## src/rtl/spirose_pkg.sv

```systemverilog
// Shared spirose definitions: line-scheduler FSM states and default display geometry.
// Also referenced by driver_controller and framebuffer_emulator.
package spirose_pkg;

    typedef enum logic [1:0] {
        ST_IDLE      = 2'd0,
        ST_ACTIVE    = 2'd1,
        ST_DEAD      = 2'd2,
        ST_WAIT_SYNC = 2'd3
    } sched_state_t;

    localparam int NB_MUX_DEF    = 8;
    localparam int NB_SLICES_DEF = 128;
    localparam int DEAD_CNT_W    = 8;

endpackage

```

## src/rtl/mux_scheduler.sv

```systemverilog
// LED line multiplexer scheduler: walks the lines of each angular slice with
// all-off dead time between lines, resynchronising to the rotation index pulse.
module mux_scheduler
    import spirose_pkg::*;
#(
    parameter int NB_MUX    = NB_MUX_DEF,
    parameter int DEAD_TIME = 4,
    parameter int NB_SLICES = NB_SLICES_DEF
) (
    input  logic                         clk,
    input  logic                         rst,
    input  logic                         enable,
    input  logic                         position_sync,
    input  logic                         column_ready,
    output logic [NB_MUX-1:0]            mux_out,
    output logic [$clog2(NB_MUX)-1:0]    mux_index,
    output logic [$clog2(NB_SLICES)-1:0] slice_index,
    output logic                         slice_start,
    output logic                         sync_error
);

    localparam int MUX_W = $clog2(NB_MUX);
    localparam int SL_W  = $clog2(NB_SLICES);

    localparam logic [MUX_W-1:0]      LAST_MUX   = MUX_W'(NB_MUX - 1);
    localparam logic [SL_W-1:0]       LAST_SLICE = SL_W'(NB_SLICES - 1);
    localparam logic [DEAD_CNT_W-1:0] DEAD_LOAD  = DEAD_CNT_W'(DEAD_TIME);

    sched_state_t            state_q, state_d;
    logic [DEAD_CNT_W-1:0]   dead_cnt_q, dead_cnt_d;
    logic                    resync_q, resync_d;
    logic [MUX_W-1:0]        idx_d;
    logic [SL_W-1:0]         slice_d;
    logic                    start_d;
    logic                    err_d;
    logic [NB_MUX-1:0]       mux_out_d;

    function automatic logic [NB_MUX-1:0] onehot(input logic [MUX_W-1:0] idx);
        logic [NB_MUX-1:0] v;
        v      = '0;
        v[idx] = 1'b1;
        return v;
    endfunction

    always_ff @(posedge clk or posedge rst) begin
        if (rst) begin
            state_q     <= ST_IDLE;
            dead_cnt_q  <= '0;
            resync_q    <= 1'b0;
            mux_index   <= '0;
            slice_index <= '0;
            slice_start <= 1'b0;
            sync_error  <= 1'b0;
            mux_out     <= '0;
        end else begin
            state_q     <= state_d;
            dead_cnt_q  <= dead_cnt_d;
            resync_q    <= resync_d;
            mux_index   <= idx_d;
            slice_index <= slice_d;
            slice_start <= start_d;
            sync_error  <= err_d;
            mux_out     <= mux_out_d;
        end
    end

    always_comb begin
        state_d    = state_q;
        dead_cnt_d = dead_cnt_q;
        resync_d   = resync_q;
        idx_d      = mux_index;
        slice_d    = slice_index;
        start_d    = 1'b0;
        err_d      = sync_error;

        if (!enable) begin
            state_d    = ST_IDLE;
            dead_cnt_d = '0;
            resync_d   = 1'b0;
            idx_d      = '0;
            slice_d    = '0;
            err_d      = 1'b0;
        end else begin
            unique case (state_q)
                ST_IDLE: begin
                    if (position_sync) begin
                        state_d = ST_ACTIVE;
                        idx_d   = '0;
                        slice_d = '0;
                        start_d = 1'b1;
                    end
                end
                // An early sync beats column_ready: blank the line, then restart the rotation.
                ST_ACTIVE: begin
                    if (position_sync) begin
                        state_d    = ST_DEAD;
                        dead_cnt_d = DEAD_LOAD;
                        err_d      = 1'b1;
                        resync_d   = 1'b1;
                    end else if (column_ready) begin
                        state_d    = ST_DEAD;
                        dead_cnt_d = DEAD_LOAD;
                    end
                end
                ST_DEAD: begin
                    if (position_sync) begin
                        dead_cnt_d = DEAD_LOAD;
                        err_d      = 1'b1;
                        resync_d   = 1'b1;
                    end else if (dead_cnt_q > DEAD_CNT_W'(1)) begin
                        dead_cnt_d = dead_cnt_q - DEAD_CNT_W'(1);
                    end else begin
                        dead_cnt_d = '0;
                        state_d    = ST_ACTIVE;
                        if (resync_q) begin
                            resync_d = 1'b0;
                            idx_d    = '0;
                            slice_d  = '0;
                            start_d  = 1'b1;
                        end else if (mux_index != LAST_MUX) begin
                            idx_d = mux_index + MUX_W'(1);
                        end else if (slice_index != LAST_SLICE) begin
                            idx_d   = '0;
                            slice_d = slice_index + SL_W'(1);
                            start_d = 1'b1;
                        end else begin
                            idx_d   = '0;
                            state_d = ST_WAIT_SYNC;
                        end
                    end
                end
                ST_WAIT_SYNC: begin
                    if (position_sync) begin
                        state_d = ST_ACTIVE;
                        idx_d   = '0;
                        slice_d = '0;
                        start_d = 1'b1;
                    end
                end
                default: state_d = ST_IDLE;
            endcase
        end
    end

    always_comb begin
        mux_out_d = '0;
        if (state_d == ST_ACTIVE)
            mux_out_d = onehot(idx_d);
    end

endmodule

```

## config.mk

```make
export PLATFORM = sky130hd
export DESIGN_NAME = mux_scheduler
export DESIGN_NICKNAME = d
export VERILOG_FILES = /design/src/rtl/spirose_pkg.sv /design/src/rtl/mux_scheduler.sv
export SDC_FILE = /design/constraint.sdc
export NUM_CORES = 1
export LEC_CHECK = 0
export CAP_MARGIN = 20
export CORE_ASPECT_RATIO = 1.1
export CORE_UTILIZATION = 51
export CTS_BUF_LIST = sky130_fd_sc_hd__clkbuf_4
export CTS_CLUSTER_DIAMETER = 80
export DETAILED_ROUTE_END_ITERATION = 12
export PLACE_DENSITY = 0.88
export SLEW_MARGIN = 20
export SYNTH_ARGS = -nofsm -noshare
export SYNTH_HDL_FRONTEND = slang
export SYNTH_SLANG_ARGS = --single-unit
```

## constraint.sdc

```tcl
create_clock -name clk -period 2.4 [get_ports clk]
set_input_delay 0.36 -clock clk [delete_from_list [all_inputs] [get_ports clk]]
set_output_delay 0.36 -clock clk [all_outputs]
set_load 0.02 [all_outputs]
```

==> metrics list <==
- Placed cell count: 283
- The number of antenna violations at the first check in global routing came to 0.
- At the worst endpoint, the required time is 2.64 ns.
* Syn Std Cell Area: between 0.0015 and 0.002 mm^2
* Count of flip-flops with a built-in enable after synthesis: 0
* Y dimension of the die: 64.3 um
* Final Hold Vio Count: 0
- For the worst flop-to-flop path, the logic depth is 5.
- Fraction of synthesized area in multiplexers: approximately 1.2%
* CP max FO: 8
- Final estimated routing congestion in global placement: between 0.9 and 1
- Across all register-to-register paths, the minimum setup slack is 0.08 ns.
- Die Wd: 58.7 um
- The clock network burns ~16% of the power.
- Fraction of registers with async set/reset: 100%
- Synth warnings: 0
- IR analysis of the VDD net gives a maximum drop of 0.530 mV.
- Number of placed I/O pins: 25
- Peak Freq: ~430 MHz
- CTS built an H-tree with a depth of 2.
* Number of DRC violations after detailed routing: 0
* Standby leakage power: 0.995 nW
* Skew-Pair Late Insertion Delay: 0.34 ns
* Adder and majority cell fraction of the synthesized area: 4.86%
- The synthesized design devotes to its leading area cell type between 40% and 50% of total area.
- Clk sinks: 31
* Max clock buf depth: 2
- Area fraction in and, or, nand and nor cells after synthesis: 26.1%
- In the post-synthesis netlist, the biggest area contributors are sky130_fd_sc_hd__dfrtp_1 (43%), sky130_fd_sc_hd__nor2_1 (5.2%), sky130_fd_sc_hd__ha_1 (4.9%), sky130_fd_sc_hd__nor3_1 (3.6%), sky130_fd_sc_hd__o21ai_0 (3.6%).
- Final worst path period need: roughly 2.3 ns
- Summing the areas of all compound-gate instances in the mapped netlist gives 18.5% of the synthesized area.
- Setup repair after global routing left no endpoint under its margin.
- Summing the sequential cell areas from Yosys gives around 43% of the chip area.
- Post-DR wirelength/cell: 13.8 um
- Number of optimization iterations in the first detailed-route pass: 4
* Final hold slack: 0.395 ns
- Final period utilization: 96.8%
- At the worst endpoint, the arrival time is between 2 and 3 ns.
- In this run the critical register-to-register path is captured at mux_out[4]$_DFF_PP0_.
- Worst-case clock skew: roughly 0.015 ns
- Routed wire length: 4030 um
- Once layout is complete, the cells apart from fillers number 291.
* Max-capacitance violation count: 0
* Num rows: 22
- Synthesized-area fraction occupied by xor and xnor cells: under 10%
* Core footprint: around 0.0034 mm^2
- TritonCTS built the clock tree.
- Internal Dissipation: 1.09 mW
- STA classifies the critical path startpoint as a flip-flop.
* Post-Layout Inst Area: 0.00227 mm^2
- For the pin with the worst max-slew slack, the measured transition is between 0.5 and 0.6 ns.
* Initial Util: 53.7%
* Avg Inst Size Synth: 9.01 um^2
* Worst r2r src: dead_cnt_q[3]$_DFFE_PP0P_
* Port Buffers: 24
- By instance count, the leading cell after synthesis is sky130_fd_sc_hd__dfrtp_1.
* Number of instances resized during post-cts repair: 0
* Clock root buffer: sky130_fd_sc_hd__clkbuf_4
- Result of the run: completed
- GR Util All Layers: 24.9%
- Routed via count: around 1700
* Post-detailed-placement cell area: 0.00220 mm^2
- Wire length of the first global-routing pass: between 7000 and 8000 um
* Type of the worst setup path: flip-flop to flip-flop
* GR Overflow Total: 0
* Setup bufs post-CTS: 0
- Share of post-route cells with drive strength above 1: 14.4%
- Area of the die: 0.00377 mm^2
- Number of buffers inserted by hold repair at cts: 0
- Logic pwr share: between 40% and 50%
- Pre-CTS setup slack: -0.0186 ns
* Final-report setup violation count: 0
* Post-detailed-placement half-perimeter wirelength: 3020 um
* Ranking of synthesized cells by instance count: sky130_fd_sc_hd__dfrtp_1 (31), sky130_fd_sc_hd__nor2_1 (25), sky130_fd_sc_hd__inv_1 (13), sky130_fd_sc_hd__nor3_1 (13), sky130_fd_sc_hd__o21ai_0 (13)
- Total count of max-transition violations in the final report: 0
- Using the TritonRoute via totals, the vias-per-cell ratio works out to 5.69.
- Nets in the synthesized netlist: 212
- Diode insertion count for antenna repair: 0
- In this run, CTS created clock tree buffers numbering 5.
- The biggest area contributor in the post-synthesis netlist is sky130_fd_sc_hd__dfrtp_1.
- Sequential cell fraction of total power: 37.0%
- Synthesis inferred 31 register bits.
- Net count reported at finish: 254
- In the synthesized netlist, the number of instances is 200.
* Number of different library cells in the post-synthesis netlist: 45
- Clock transition at the registers of the reported paths: 0.10 ns
- Net switching is 40.2% of the power.
- Summed over all nets, the switching power comes to 0.732 mW.
- Power spread over the standard cell area amounts to 802 mW/mm^2.
* DRC violation total after the first TritonRoute iteration: 89
* Number of routed nets with antenna violations: 0
- Via count of the first global-routing pass: between 1500 and 2000
* Crit. End Element: flip-flop
- Entering global routing, the biggest net connects 32 pins.
- Slew headroom: 62.3%
- In this run the worst hold path is classified as input pin to asynchronous set/reset pin.
- Area added between synthesis and finish: 25.9%
- Min setup slack post-route: 0.0760 ns
- By area, the combinational part of the netlist is dominated by simple AND/OR/NAND/NOR gates.
- Among all flip-flop cells after synthesis, the most frequent one is sky130_fd_sc_hd__dfrtp_1.
-- cells in the final DEF (no fill, tap or decap), drive strengths merged, types with 2 or more instances in the layout --
cell type,netlist,final
xor2,4,4
or2,3,3
and3,4,4
o21ai,14,14
clkdlybuf4s50,0,24
nand3,12,12
ha,7,7
a2bb2oi,2,2
nor2b,3,3
clkbuf,3,6
a211oi,3,3
nor3b,2,2
nand2b,3,3
nor4,5,5
dfrtp,31,31
inv,13,13
nor2,25,25
clkinv,0,2
nand2,11,11
nor3,13,13
o21a,7,7
a21oi,7,7
a31oi,6,6
o31ai,2,2
buf,2,16
-- per-stage QoR --
| stage | util [%] | TNS [ns] | power, mW |
|---|---|---|---|
| after global routing | 67.5 | 0 | 1.95 |
| after floorplan | - | 0 | 1.23 |
| final | 67.5 | 0 | 1.82 |
| after detailed placement | 65.6 | -0.0606 | 1.52 |
| after CTS | 67.1 | 0 | 1.81 |
| after global placement | 65.6 | 0 | 1.50 |
-- layout make-up --
class / instances / area [um^2]
clock buffers: 6 / 45.0
clock inverters: 2 / 7.51
fillers: 293 / 1090
inverters: 13 / 48.8
multi-input cells: 151 / 971
flip-flops and latches: 31 / 776
well taps: 48 / 60.1
repair buffers: 40 / 360
-- worst max-delay path by stage --
stage / start / to / cells after the start
6_report: dead_cnt_q[3]$_DFFE_PP0P_ / mux_out[4]$_DFF_PP0_ / 5
2_1_floorplan: state_q[0]$_DFF_PP0_ / mux_out[4]$_DFF_PP0_ / 9
3_5_place_dp: position_sync / mux_out[4]$_DFF_PP0_ / 7
4_1_cts: state_q[0]$_DFF_PP0_ / mux_out[5]$_DFF_PP0_ / 7
3_3_place_gp: position_sync / mux_out[2]$_DFF_PP0_ / 7
5_1_grt: dead_cnt_q[3]$_DFFE_PP0P_ / mux_out[6]$_DFF_PP0_ / 5
-- kinds of logic (layout without fill, tap and decap cells) --
group / Yosys count / in the layout
XOR/XNOR: 5 / 5
adder cells (fa/ha/maj): 7 / 7
multiplexers: 2 / 2
flip-flops: 31 / 31
AND/OR/NAND/NOR: 87 / 87
buffers and inverters: 18 / 61
AO/OA/AOI/OAI: 50 / 50
-- critical path, cell delays in order (launching register included) --
cell,delay [ns]
sky130_fd_sc_hd__dfrtp_1,0.46
sky130_fd_sc_hd__or4_4,0.60
sky130_fd_sc_hd__nor3_1,0.33
sky130_fd_sc_hd__a21oi_1,0.16
sky130_fd_sc_hd__nand4b_2,0.34
sky130_fd_sc_hd__nor4_1,0.32
-- sequential cells by signal, indices dropped and copies added (netlist names) --
| signal | flops |
|---|---|
| dead_cnt_q | 8 |
| mux_index | 3 |
| mux_out | 8 |
| resync_q | 1 |
| slice_index | 7 |
| slice_start | 1 |
| state_q | 2 |
| sync_error | 1 |
-- routing by layer --
| metal | GRT usage [%] | vias to the layer above | part of all wire (%) |
|---|---|---|---|
| met5 | 0 | - | 0 |
| met4 | 8.04 | 0 | 1.5 |
| met3 | 6.68 | 6 | 5.7 |
| met2 | 40.1 | 55 | 49 |
| met1 | 32.3 | 789 | 44 |
| li1 | - | 807 | - |
-- power by group through the flow --
stage / clock network, mW / logic [mW] / registers [mW]
CTS: 0.297 / 0.842 / 0.668
floorplan: 0 / 0.530 / 0.696
global placement: 0 / 0.823 / 0.674
finish: 0.291 / 0.856 / 0.672
detailed placement: 0 / 0.838 / 0.679
global route: 0.314 / 0.950 / 0.685
Power figures use the tool's default switching activity.
